File: src/rtl/atm_auth.sv
// -----------------------------------------------------------------------------
// atm_auth -- authentication front end for the atm transaction core.
//
// Accepts a card number / PIN request, scans a fixed four-entry account table
// one entry per clock, tracks consecutive PIN failures per account (locking an
// account after MAX_TRIES bad PINs) and, on success, opens a session that
// presents the account index to atm until logout or an idle timeout.
//
// Optional feature (macro AUTH_UNLOCK_EN): adds admin_unlock / unlock_idx,
// which clear the lock bit and fail counter of one account on the next edge.
// Without the macro those ports do not exist and locks persist until reset.
//
// Ports:
//   clk              in   system clock, rising edge
//   reset            in   synchronous active-high reset
//   admin_unlock     in   (AUTH_UNLOCK_EN only) unlock strobe
//   unlock_idx [1:0] in   (AUTH_UNLOCK_EN only) account to unlock
//   req_valid        in   authentication request present
//   req_ready        out  request can be accepted (high only in IDLE)
//   card_number[11:0]in   card number, sampled on handshake
//   pin_number [7:0] in   PIN, sampled on handshake
//   logout           in   end current session
//   activity         in   transaction strobe from atm, restarts idle timer
//   auth_ok          out  one-cycle pulse: authentication passed
//   auth_fail        out  one-cycle pulse: authentication rejected
//   fail_code  [1:0] out  01 unknown card, 10 bad PIN, 11 locked
//   session_active   out  session open
//   acct_idx   [1:0] out  table index of the session account
//   session_timeout  out  one-cycle pulse when a session times out
//   locked_flags[3:0]out  per-account lock bits
// -----------------------------------------------------------------------------
module atm_auth #(
  parameter int NUM_ACCOUNTS   = 4,
  parameter int MAX_TRIES      = 3,
  parameter int TIMEOUT_CYCLES = 64
) (
  input  logic        clk,
  input  logic        reset,
`ifdef AUTH_UNLOCK_EN
  input  logic        admin_unlock,
  input  logic [1:0]  unlock_idx,
`endif
  input  logic        req_valid,
  output logic        req_ready,
  input  logic [11:0] card_number,
  input  logic [7:0]  pin_number,
  input  logic        logout,
  input  logic        activity,
  output logic        auth_ok,
  output logic        auth_fail,
  output logic [1:0]  fail_code,
  output logic        session_active,
  output logic [1:0]  acct_idx,
  output logic        session_timeout,
  output logic [3:0]  locked_flags
);

  localparam logic [1:0] S_IDLE    = 2'd0;
  localparam logic [1:0] S_SCAN    = 2'd1;
  localparam logic [1:0] S_SESSION = 2'd2;

  localparam logic [1:0] CODE_UNKNOWN = 2'b01;
  localparam logic [1:0] CODE_BAD_PIN = 2'b10;
  localparam logic [1:0] CODE_LOCKED  = 2'b11;

  localparam logic [1:0] LAST_IDX  = 2'(NUM_ACCOUNTS - 1);
  localparam logic [1:0] TRIES_LIM = 2'(MAX_TRIES);

  localparam int              IDLE_W    = $clog2(TIMEOUT_CYCLES + 1);
  localparam logic [IDLE_W-1:0] IDLE_LOAD = IDLE_W'(TIMEOUT_CYCLES);
  localparam logic [IDLE_W-1:0] IDLE_ONE  = IDLE_W'(1);

  // Fixed account table.
  function automatic logic [11:0] table_card(input logic [1:0] idx);
    case (idx)
      2'd0:    table_card = 12'd1873;
      2'd1:    table_card = 12'd1988;
      2'd2:    table_card = 12'd2133;
      default: table_card = 12'd2500;
    endcase
  endfunction

  function automatic logic [7:0] table_pin(input logic [1:0] idx);
    case (idx)
      2'd0:    table_pin = 8'h4F;
      2'd1:    table_pin = 8'h24;
      2'd2:    table_pin = 8'h5A;
      default: table_pin = 8'h99;
    endcase
  endfunction

  // State registers and their next-state values.
  logic [1:0]        state, state_d;
  logic [1:0]        scan_idx, scan_idx_d;
  logic [11:0]       card_q, card_d;
  logic [7:0]        pin_q, pin_d;
  logic [3:0][1:0]   fail_cnt, fail_cnt_d;
  logic [3:0]        lock_q, lock_d;
  logic [IDLE_W-1:0] idle_cnt, idle_cnt_d;
  logic              auth_ok_d, auth_fail_d, timeout_d;
  logic [1:0]        fail_code_d, acct_idx_d;

  // Unlock request, tied off when the feature is compiled out.
  logic       unlock_hit;
  logic [1:0] unlock_sel;
`ifdef AUTH_UNLOCK_EN
  assign unlock_hit = admin_unlock;
  assign unlock_sel = unlock_idx;
`else
  assign unlock_hit = 1'b0;
  assign unlock_sel = 2'd0;
`endif

  // Lock/counter state as seen by this cycle's decision: an unlock landing on
  // the same edge as a SCAN decision wins, so the decision sees cleared state.
  logic [3:0]      eff_lock;
  logic [3:0][1:0] eff_cnt;
  logic [1:0]      bumped_cnt;

  always_comb begin
    eff_lock = lock_q;
    eff_cnt  = fail_cnt;
    if (unlock_hit) begin
      eff_lock[unlock_sel] = 1'b0;
      eff_cnt[unlock_sel]  = 2'd0;
    end
  end

  // Saturating increment of the scanned account's fail counter.
  assign bumped_cnt = (eff_cnt[scan_idx] == 2'd3) ? 2'd3 : eff_cnt[scan_idx] + 2'd1;

  // NOTE: every signal driven here gets a default before the case statement,
  // so no path leaves a value unassigned and no latch can be inferred.
  always_comb begin
    state_d     = state;
    scan_idx_d  = scan_idx;
    card_d      = card_q;
    pin_d       = pin_q;
    fail_cnt_d  = eff_cnt;
    lock_d      = eff_lock;
    idle_cnt_d  = idle_cnt;
    auth_ok_d   = 1'b0;
    auth_fail_d = 1'b0;
    timeout_d   = 1'b0;
    fail_code_d = fail_code;
    acct_idx_d  = acct_idx;

    case (state)
      S_IDLE: begin
        if (req_valid) begin
          state_d    = S_SCAN;
          scan_idx_d = 2'd0;
          card_d     = card_number;
          pin_d      = pin_number;
        end
      end

      S_SCAN: begin
        if (card_q == table_card(scan_idx)) begin
          if (eff_lock[scan_idx]) begin
            auth_fail_d = 1'b1;
            fail_code_d = CODE_LOCKED;
            state_d     = S_IDLE;
          end else if (pin_q != table_pin(scan_idx)) begin
            fail_cnt_d[scan_idx] = bumped_cnt;
            auth_fail_d          = 1'b1;
            state_d              = S_IDLE;
            if (bumped_cnt >= TRIES_LIM) begin
              lock_d[scan_idx] = 1'b1;
              fail_code_d      = CODE_LOCKED;
            end else begin
              fail_code_d = CODE_BAD_PIN;
            end
          end else begin
            fail_cnt_d[scan_idx] = 2'd0;
            auth_ok_d            = 1'b1;
            acct_idx_d           = scan_idx;
            idle_cnt_d           = IDLE_LOAD;
            state_d              = S_SESSION;
          end
        end else if (scan_idx == LAST_IDX) begin
          auth_fail_d = 1'b1;
          fail_code_d = CODE_UNKNOWN;
          state_d     = S_IDLE;
        end else begin
          scan_idx_d = scan_idx + 2'd1;
        end
      end

      S_SESSION: begin
        // Logout beats activity; the timeout fires on the edge where the idle
        // counter would reach zero, together with session_active falling.
        if (logout) begin
          state_d = S_IDLE;
        end else if (activity) begin
          idle_cnt_d = IDLE_LOAD;
        end else if (idle_cnt == IDLE_ONE) begin
          idle_cnt_d = '0;
          timeout_d  = 1'b1;
          state_d    = S_IDLE;
        end else begin
          idle_cnt_d = idle_cnt - IDLE_ONE;
        end
      end

      default: state_d = S_IDLE;
    endcase
  end

  // NOTE: state is updated only with non-blocking assignments so every
  // register samples the pre-edge values regardless of statement order.
  always_ff @(posedge clk) begin
    if (reset) begin
      state           <= S_IDLE;
      scan_idx        <= 2'd0;
      card_q          <= '0;
      pin_q           <= '0;
      // NOTE: the per-account fail counters and lock bits are architectural
      // state that reset must clear, unlike a data buffer that needs no reset.
      fail_cnt        <= '0;
      lock_q          <= '0;
      idle_cnt        <= '0;
      auth_ok         <= 1'b0;
      auth_fail       <= 1'b0;
      fail_code       <= 2'b00;
      acct_idx        <= 2'd0;
      session_timeout <= 1'b0;
    end else begin
      state           <= state_d;
      scan_idx        <= scan_idx_d;
      card_q          <= card_d;
      pin_q           <= pin_d;
      fail_cnt        <= fail_cnt_d;
      lock_q          <= lock_d;
      idle_cnt        <= idle_cnt_d;
      auth_ok         <= auth_ok_d;
      auth_fail       <= auth_fail_d;
      fail_code       <= fail_code_d;
      acct_idx        <= acct_idx_d;
      session_timeout <= timeout_d;
    end
  end

  assign req_ready      = (state == S_IDLE);
  assign session_active = (state == S_SESSION);
  assign locked_flags   = lock_q;

endmodule

File: config.mk
export PLATFORM = sky130hd
export DESIGN_NAME = atm_auth
export DESIGN_NICKNAME = d
export VERILOG_FILES = /design/src/rtl/atm_auth.sv
export SDC_FILE = /design/constraint.sdc
export NUM_CORES = 1
export LEC_CHECK = 0
export BUFFER_PORTS_ARGS = -buffer_cell sky130_fd_sc_hd__buf_2
export CAP_MARGIN = 5
export CORE_MARGIN = 1.5
export CORE_UTILIZATION = 40
export DETAILED_ROUTE_END_ITERATION = 6
export GPL_TIMING_DRIVEN = 0
export PLACE_DENSITY = 0.7
export SLEW_MARGIN = 20
export SYNTH_ARGS = -nofsm -noshare
export SYNTH_HDL_FRONTEND = slang
export SYNTH_SLANG_ARGS = --single-unit
export TNS_END_PERCENT = 20
File: constraint.sdc
create_clock -name clk -period 3.6 [get_ports clk]
set_input_delay 0.18 -clock clk [delete_from_list [all_inputs] [get_ports clk]]
set_output_delay 0.18 -clock clk [all_outputs]
set_load 0.005 [all_outputs]
==> results of run 1 <==
-- path summary, 6_finish.rpt --
check,from,endpoint,slack (ns),cells after the start
setup / recovery,scan_idx[1],scan_idx[1],0.51,9
hold / removal,activity,session_timeout,0.10,2
hold reg to reg,card_q[3],card_q[3],0.46,2
setup reg to reg,scan_idx[1],scan_idx[1],0.51,9
-- power by group --
part | switching, mW | internal [mW]
Clock | 0.181 | 0.155
Combinational | 0.0684 | 0.0469
Sequential | 0.0134 | 0.568
-- area by class of cell --
cell class                 instances  area (sq um)
clock buffer                       7          86.3
fill                             608          3100
buffer                            15          92.6
inverter                           9          33.8
clock inverter                     1          5.00
multi-input combinational        223          1430
timing repair buffer              37           185
tap                               75          93.8
sequential                        50          1000
-- cells in the mapped netlist (2+ instances only) --
master	instances
sky130_fd_sc_hd__a211o_1	3
sky130_fd_sc_hd__a21oi_1	31
sky130_fd_sc_hd__a21oi_2	2
sky130_fd_sc_hd__a22oi_1	2
sky130_fd_sc_hd__and2_2	2
sky130_fd_sc_hd__buf_2	4
sky130_fd_sc_hd__clkbuf_1	7
sky130_fd_sc_hd__clkbuf_8	2
sky130_fd_sc_hd__dfxtp_1	50
sky130_fd_sc_hd__ha_1	9
sky130_fd_sc_hd__inv_1	9
sky130_fd_sc_hd__mux2i_1	9
sky130_fd_sc_hd__mux4_1	2
sky130_fd_sc_hd__nand2_1	56
sky130_fd_sc_hd__nand2b_1	3
sky130_fd_sc_hd__nand3_1	6
sky130_fd_sc_hd__nand3b_1	2
sky130_fd_sc_hd__nor2_1	27
sky130_fd_sc_hd__nor2b_1	7
sky130_fd_sc_hd__nor3_1	6
sky130_fd_sc_hd__nor4_1	4
sky130_fd_sc_hd__nor4b_1	2
sky130_fd_sc_hd__o21ai_0	8
sky130_fd_sc_hd__o2bb2ai_1	3
sky130_fd_sc_hd__o31ai_1	2
sky130_fd_sc_hd__o41ai_1	2
sky130_fd_sc_hd__or3_1	2
sky130_fd_sc_hd__xnor2_1	5
sky130_fd_sc_hd__xor2_1	4
-- placed cells by master, fill, tap and decap left out, drive strengths merged, types with 2 or more instances in the layout --
cell type,instances
nand2,56
dfxtp,50
buf,43
a21oi,33
nor2,27
clkbuf,16
inv,9
mux2i,9
ha,9
o21ai,8
nor2b,7
nand3,6
nor3,6
xnor2,5
xor2,4
nor4,4
nand2b,4
a211o,3
o2bb2ai,3
and2,3
mux4,3
nand3b,2
a22oi,2
nor4b,2
o31ai,2
o41ai,2
or3,2
or2b,2
a211oi,2
-- sequential cells by signal, indices dropped and copies added (netlist names) --
register	count
auth_fail	1
pin_q	8
state	2
acct_idx	2
auth_ok	1
card_q	12
scan_idx	2
locked_flags	4
session_timeout	1
idle_cnt	7
fail_code	2
eff_cnt	8
-- worst max-delay path, delay by kind of cell (launching register included) --
kind,cells,cell delay (ns)
fa+ha+maj,1,0.20
simple gates,1,0.08
mux,2,0.92
buf+inv,2,0.34
flops,1,0.54
compound gates,3,0.97
-- metal layers --
metal / routed length (um) / vias to the layer above / global-route usage / share of wire
met1: 2810 / 1028 / 0.249 / 0.49
met2: 2660 / 38 / 0.281 / 0.46
met3: 217 / 6 / 0.0288 / 0.038
li1: - / 1117 / - / -
met4: 80 / 0 / 0.0545 / 0.014
met5: 0 / - / 0 / 0
-- kinds of logic (layout without fill, tap and decap cells) --
family          Yosys count  count (layout)  share of synthesized area
compound gates           65              65                      0.176
simple gates            127             127                      0.238
buf+inv                  24              69                     0.0495
mux                      13              13                     0.0691
flops                    50              50                      0.392
xor+xnor                  9               9                     0.0309
fa+ha+maj                 9               9                     0.0441
-- stage by stage --
step           area (sq um)   util  total power [mW]
2_1_floorplan          2550      -             0.670
3_3_place_gp           2830  0.470             0.707
3_5_place_dp           2830  0.470             0.709
4_1_cts                2920  0.485              1.04
5_1_grt                2920  0.485              1.08
6_report               2920  0.485              1.03
==> results by group, run 1 <==
Route
  • Ratio of routed vias to standard cells: 5.25
  • Number of vias in the routed layout: 2189
  • Post-detailed-route wirelength per cell: 13.8 um
  • Antenna viol nets, final: 0
  • Count of routing violations after the opening detailed-route iteration: 138
  • Initial DRT Pass Iterations: 4
  • Post-detailed-routing wire length: 5770 um
  • DRC violation count after routing: 0

Final layout
  • Antenna cells: 0
  • Post-synthesis to final-layout area growth: 14.5%
  • Fraction of final layout cells with drive strength greater than 1: 0.187
  • Final std cells w/o fill: 417
  • Number of nets in the finished design: 375

Yosys
  • Mapped Nets: 331
  • Synth Flop Type: sky130_fd_sc_hd__dfxtp_1
  • Total of warnings raised by yosys: 0
  • Sequential-to-total area share from yosys stat: 0.392
  • Async SR Flop Fraction: 0
  • Distinct cell type count after synthesis: 55
  • Number of register bits inferred by synthesis: 50
  • Cell type with the largest total area after synthesis: sky130_fd_sc_hd__dfxtp_1
  • Summed instance area of the synthesized netlist: 2550 sq um
  • Number of enable-type register cells in the synthesized netlist: 0
  • Fraction of post-synthesis cell area in the top cell type by area: 0.392
  • Cell types with the largest area share after synthesis: sky130_fd_sc_hd__dfxtp_1 (39%), sky130_fd_sc_hd__nand2_1 (8.2%), sky130_fd_sc_hd__a21oi_1 (6.1%)
  • Cell count after synthesis: 297
  • Avg Synthesized Cell Area: 8.59 sq um

STA
  • Final setup fails: 0
  • Highest Clock Rate: 323 MHz
  • Transition time of the tightest slew-check pin: 0.604 ns
  • Total negative slack: 0 ns
  • Final critical-path required period: 3.09 ns
  • Unrepaired setup endpoints after global routing: no
  • Final critical-path setup slack: 0.507 ns
  • Final-report hold violation count: 0
  • Max transition margin: 0.597
  • Final max-slew violation count: 0
  • Setup skew after layout: 0.00556 ns
  • Fin Hold WS: 0.102 ns
  • Tcrit/Tclk final: 0.859

Global routing
  • Number of antenna violations at the first check in global routing: 0
  • Via count of the first global-routing pass: 2050
  • Total congestion overflow: 0
  • First-pass GRT wire length: 9970 um
  • Pin count of the biggest net entering global routing: 15
  • Total routing usage reported by global routing: 0.178

Floorplan
  • Starting Density: 0.424
  • Std cell rows: 28
  • Die Footprint: 6870 sq um
  • Die W: 82.9 um
  • Number of primary I/O pins: 38
  • Std-Cell Core Area: 6030 sq um
  • Die boundary height: 82.9 um

Worst setup path
  • Largest stage delay on the critical path: 0.54 ns
  • Critical Path, Cell by Cell: inv_1, ha_1, buf_2, o21bai_1, mux2i_1, a211oi_1, o31ai_1, mux2_2, nor2_1
  • Data required, critical path: 3.85 ns
  • Data arrival at the endpoint of the critical path: 3.34 ns
  • Largest driver fanout on the critical path: 9
  • Cell with the biggest individual delay on the critical path: sky130_fd_sc_hd__dfxtp_1
  • WS Path Type: flip-flop to flip-flop
  • Critical Path Start Type: flip-flop
  • Endpoint kind of the worst setup timing path: flip-flop

Worst hold path
  • Hold crit path type: primary input to flip-flop

Placement
  • Detailed Place HPWL: 4290 um
  • Setup slack at placement: 0.555 ns
  • Placed Cells incl. Taps: 409
  • Number of buffers inserted by port buffering: 37
  • Final weighted congestion of routability-driven global placement: 0.835

Power
  • Leakage: 1.15 nW
  • Peak ir drop on the vdd network: 0.159 mV
  • Total power divided by cell area: 353 nW/um^2

Flow run
  • Count of max-cap constraint violations: 0

Clocking
  • Number of buffers added by the clock tree synthesis step: 5
  • Library cell used as clock root buffer: sky130_fd_sc_hd__clkbuf_8
  • Post-CTS Repair Setup Buffers: 0
  • CTS tree: yes
  • Number of sinks handled by clock tree synthesis: 50
  • Clock transition at path regs: 0.09 ns
  • Count of H-tree levels built during CTS: 2
  • Clock insertion delay at the later pin of the skew report: 0.30 ns
  • Number of buffers inserted by hold repair at cts: 0
  • Worst-case clock buffer depth: 2
  • Post-CTS resize count: 0

Status
  • Run status: finished clean
(Power assumes the default switching activity.)
==> run 2, diff against run 1 <==
--- a/config.mk
+++ b/config.mk
@@ -11,2 +11,3 @@
 export CORE_UTILIZATION = 40
+export CTS_BUF_LIST = sky130_fd_sc_hd__clkbuf_8
 export DETAILED_ROUTE_END_ITERATION = 6
==> constraint.sdc (replaced) <==
create_clock -name clk -period 3.6 [get_ports clk]
set_input_delay 1.08 -clock clk [delete_from_list [all_inputs] [get_ports clk]]
set_output_delay 1.08 -clock clk [all_outputs]
set_load 0.005 [all_outputs]
==> results by group, run 2 (synthesized netlist as in run 1, its figures left out) <==
Clocking
  • Clock insertion delay at the later pin of the skew report: 0.30 ns (about the same)
  • CTS tree: yes
  • Clock transition at path regs: 0.09 ns (about the same)
  • Post-CTS Repair Setup Buffers: 0 (unchanged)
  • Number of buffers added by the clock tree synthesis step: 5 (unchanged)
  • Number of sinks handled by clock tree synthesis: 50 (unchanged)
  • Count of H-tree levels built during CTS: 2 (unchanged)
  • Worst-case clock buffer depth: 2 (unchanged)
  • Number of buffers inserted by hold repair at cts: 0 (unchanged)
  • Library cell used as clock root buffer: sky130_fd_sc_hd__clkbuf_8
  • Post-CTS resize count: 0 (unchanged)

Floorplan
  • Die Footprint: 6870 sq um (unchanged)
  • Number of primary I/O pins: 38 (unchanged)
  • Std-Cell Core Area: 6030 sq um (unchanged)
  • Die W: 82.9 um (unchanged)
  • Starting Density: 0.424 (unchanged)
  • Die boundary height: 82.9 um (unchanged)
  • Std cell rows: 28 (unchanged)

Route
  • Post-detailed-routing wire length: 5770 um (unchanged)
  • Post-detailed-route wirelength per cell: 13.8 um (unchanged)
  • Count of routing violations after the opening detailed-route iteration: 138 (unchanged)
  • Number of vias in the routed layout: 2189 (unchanged)
  • Initial DRT Pass Iterations: 4 (unchanged)
  • DRC violation count after routing: 0 (unchanged)
  • Antenna viol nets, final: 0 (unchanged)
  • Ratio of routed vias to standard cells: 5.25 (unchanged)

Worst setup path
  • Largest driver fanout on the critical path: 9 (unchanged)
  • Critical Path, Cell by Cell: inv_1, ha_1, buf_2, o21bai_1, mux2i_1, a211oi_1, o31ai_1, mux2_2, nor2_1
  • Worst reg2reg setup slack: 0.51 ns (about the same)
  • Largest stage delay on the critical path: 0.54 ns (about the same)
  • Logic depth of the worst register-to-register path: 9 (unchanged)
  • Endpoint kind of the worst setup timing path: flip-flop
  • R2r endpoint: scan_idx[1]
  • WS Path Type: flip-flop to flip-flop
  • Data required, critical path: 3.85 ns (about the same)
  • Data arrival at the endpoint of the critical path: 3.34 ns (about the same)
  • Startpoint of the most critical register-to-register path: scan_idx[1]
  • Cell with the biggest individual delay on the critical path: sky130_fd_sc_hd__dfxtp_1
  • Critical Path Start Type: flip-flop

STA
  • Tcrit/Tclk final: 0.859 (about the same)
  • Fin Hold WS: 0.461 ns (+0.359 ns)
  • Max transition margin: 0.597 (unchanged)
  • Highest Clock Rate: 323 MHz (about the same)
  • Transition time of the tightest slew-check pin: 0.604 ns (unchanged)
  • Final critical-path required period: 3.09 ns (+0.0000740 ns)
  • Final critical-path setup slack: 0.506 ns (-0.0000740 ns)
  • Final setup fails: 0 (unchanged)
  • Total negative slack: 0 ns (unchanged)
  • Unrepaired setup endpoints after global routing: no
  • Final max-slew violation count: 0 (unchanged)
  • Setup skew after layout: 0.00556 ns (unchanged)
  • Final-report hold violation count: 0 (unchanged)

Placement
  • Final weighted congestion of routability-driven global placement: 0.835 (unchanged)
  • Detailed Place HPWL: 4290 um (unchanged)
  • Setup slack at placement: 0.555 ns (unchanged)
  • Number of buffers inserted by port buffering: 37 (unchanged)
  • Total placed instance area: 2830 sq um (unchanged)
  • Placed Cells incl. Taps: 409 (unchanged)

Status
  • Run status: finished clean

Global routing
  • Via count of the first global-routing pass: 2050 (unchanged)
  • Pin count of the biggest net entering global routing: 15 (unchanged)
  • Total routing usage reported by global routing: 0.178 (unchanged)
  • Total congestion overflow: 0 (unchanged)
  • Number of antenna violations at the first check in global routing: 0 (unchanged)
  • First-pass GRT wire length: 9970 um (unchanged)

Power
  • Peak ir drop on the vdd network: 0.159 mV (about the same)
  • Leakage: 1.15 nW (+0.36%)
  • Internal portion of total power: 0.768 mW (-0.37%)
  • Fraction of power consumed by combinational cells: 0.112 (about the same)
  • Share of total power consumed by net switching: 0.255 (+0.000827)
  • Psw: 0.263 mW (about the same)
  • Clock group share of total power: 0.323 (-0.002)
  • Total Power Consumption: 1.03 mW (-0.25%)
  • Sequential power share: 0.565 (+0.002)
  • Total power divided by cell area: 353 nW/um^2 (-0.25%)

Final layout
  • Antenna cells: 0 (unchanged)
  • Number of nets in the finished design: 375 (unchanged)
  • Post-synthesis to final-layout area growth: 14.5% (unchanged)
  • Most frequent cells in the layout: sky130_fd_sc_hd__nand2_1 (56), sky130_fd_sc_hd__dfxtp_1 (50), sky130_fd_sc_hd__buf_2 (41)
  • Final std cells w/o fill: 417 (unchanged)
  • Largest Register: card_q
  • Post-Route Utilization: 0.485 (unchanged)
  • Fraction of final layout cells with drive strength greater than 1: 0.187 (unchanged)
  • Leading cell type in the layout, fill and taps excluded: sky130_fd_sc_hd__nand2_1
  • Largest register FFs: 12 (unchanged)
  • Post-route cell area: 2920 sq um (unchanged)

Worst hold path
  • Number of instances on the worst hold path: 2 (unchanged)
  • Startpoint of the tightest hold check path: card_q[3]
  • Hold crit path type: flip-flop to flip-flop
  • Min-Delay Endpoint: card_q[3]

Flow run
  • Count of max-cap constraint violations: 0 (unchanged)
[run 2: cell count changes in the layout (fill, tap and decap cells not counted)]
cell | previous run | this run
sky130_fd_sc_hd__clkbuf_1 | 8 | 7
sky130_fd_sc_hd__inv_1 | 9 | 10
[run 2: layer usage]
layer | global-route usage | routed length, um | vias to the layer above
li1 | - | - | 1117
met1 | 0.249 | 2810 | 1028
met2 | 0.281 | 2660 | 38
met3 | 0.0288 | 217 | 6
met4 | 0.0545 | 80 | 0
met5 | 0 | 0 | -
[run 2: how the worst max path moves through the flow]
stage	from	end	slack [ns]	cells past startpoint
floorplan	scan_idx[0]	scan_idx[1]	1.03	10
global placement	scan_idx[1]	scan_idx[1]	0.55	9
detailed placement	scan_idx[1]	scan_idx[1]	0.55	9
CTS	scan_idx[1]	scan_idx[1]	0.53	9
global route	scan_idx[1]	scan_idx[1]	0.25	9
finish	scan_idx[1]	scan_idx[1]	0.51	9
[run 2: critical path, delay by kind of cell (launching register included)]
family	cells	cell delay, ns
AO/OA/AOI/OAI	3	0.97
multiplexers	2	0.92
flip-flops	1	0.54
buffers and inverters	2	0.34
adder cells (fa/ha/maj)	1	0.20
AND/OR/NAND/NOR	1	0.08
[run 2: power groups by stage]
stage               logic, mW  clock network (mW)  registers [mW]
finish                  0.115               0.333           0.582
CTS                     0.116               0.341           0.582
detailed placement      0.115                   0           0.594
global placement        0.113                   0           0.594
floorplan              0.0794                   0           0.591
global route            0.129               0.367           0.584
[run 2: layout make-up]
cell class / count / area [sq um]
multi-input combinational: 223 / 1430
sequential: 50 / 1000
buffer: 15 / 92.6
tap: 75 / 93.8
clock inverter: 2 / 8.76
timing repair buffer: 37 / 185
inverter: 9 / 33.8
clock buffer: 6 / 82.6
fill: 608 / 3100
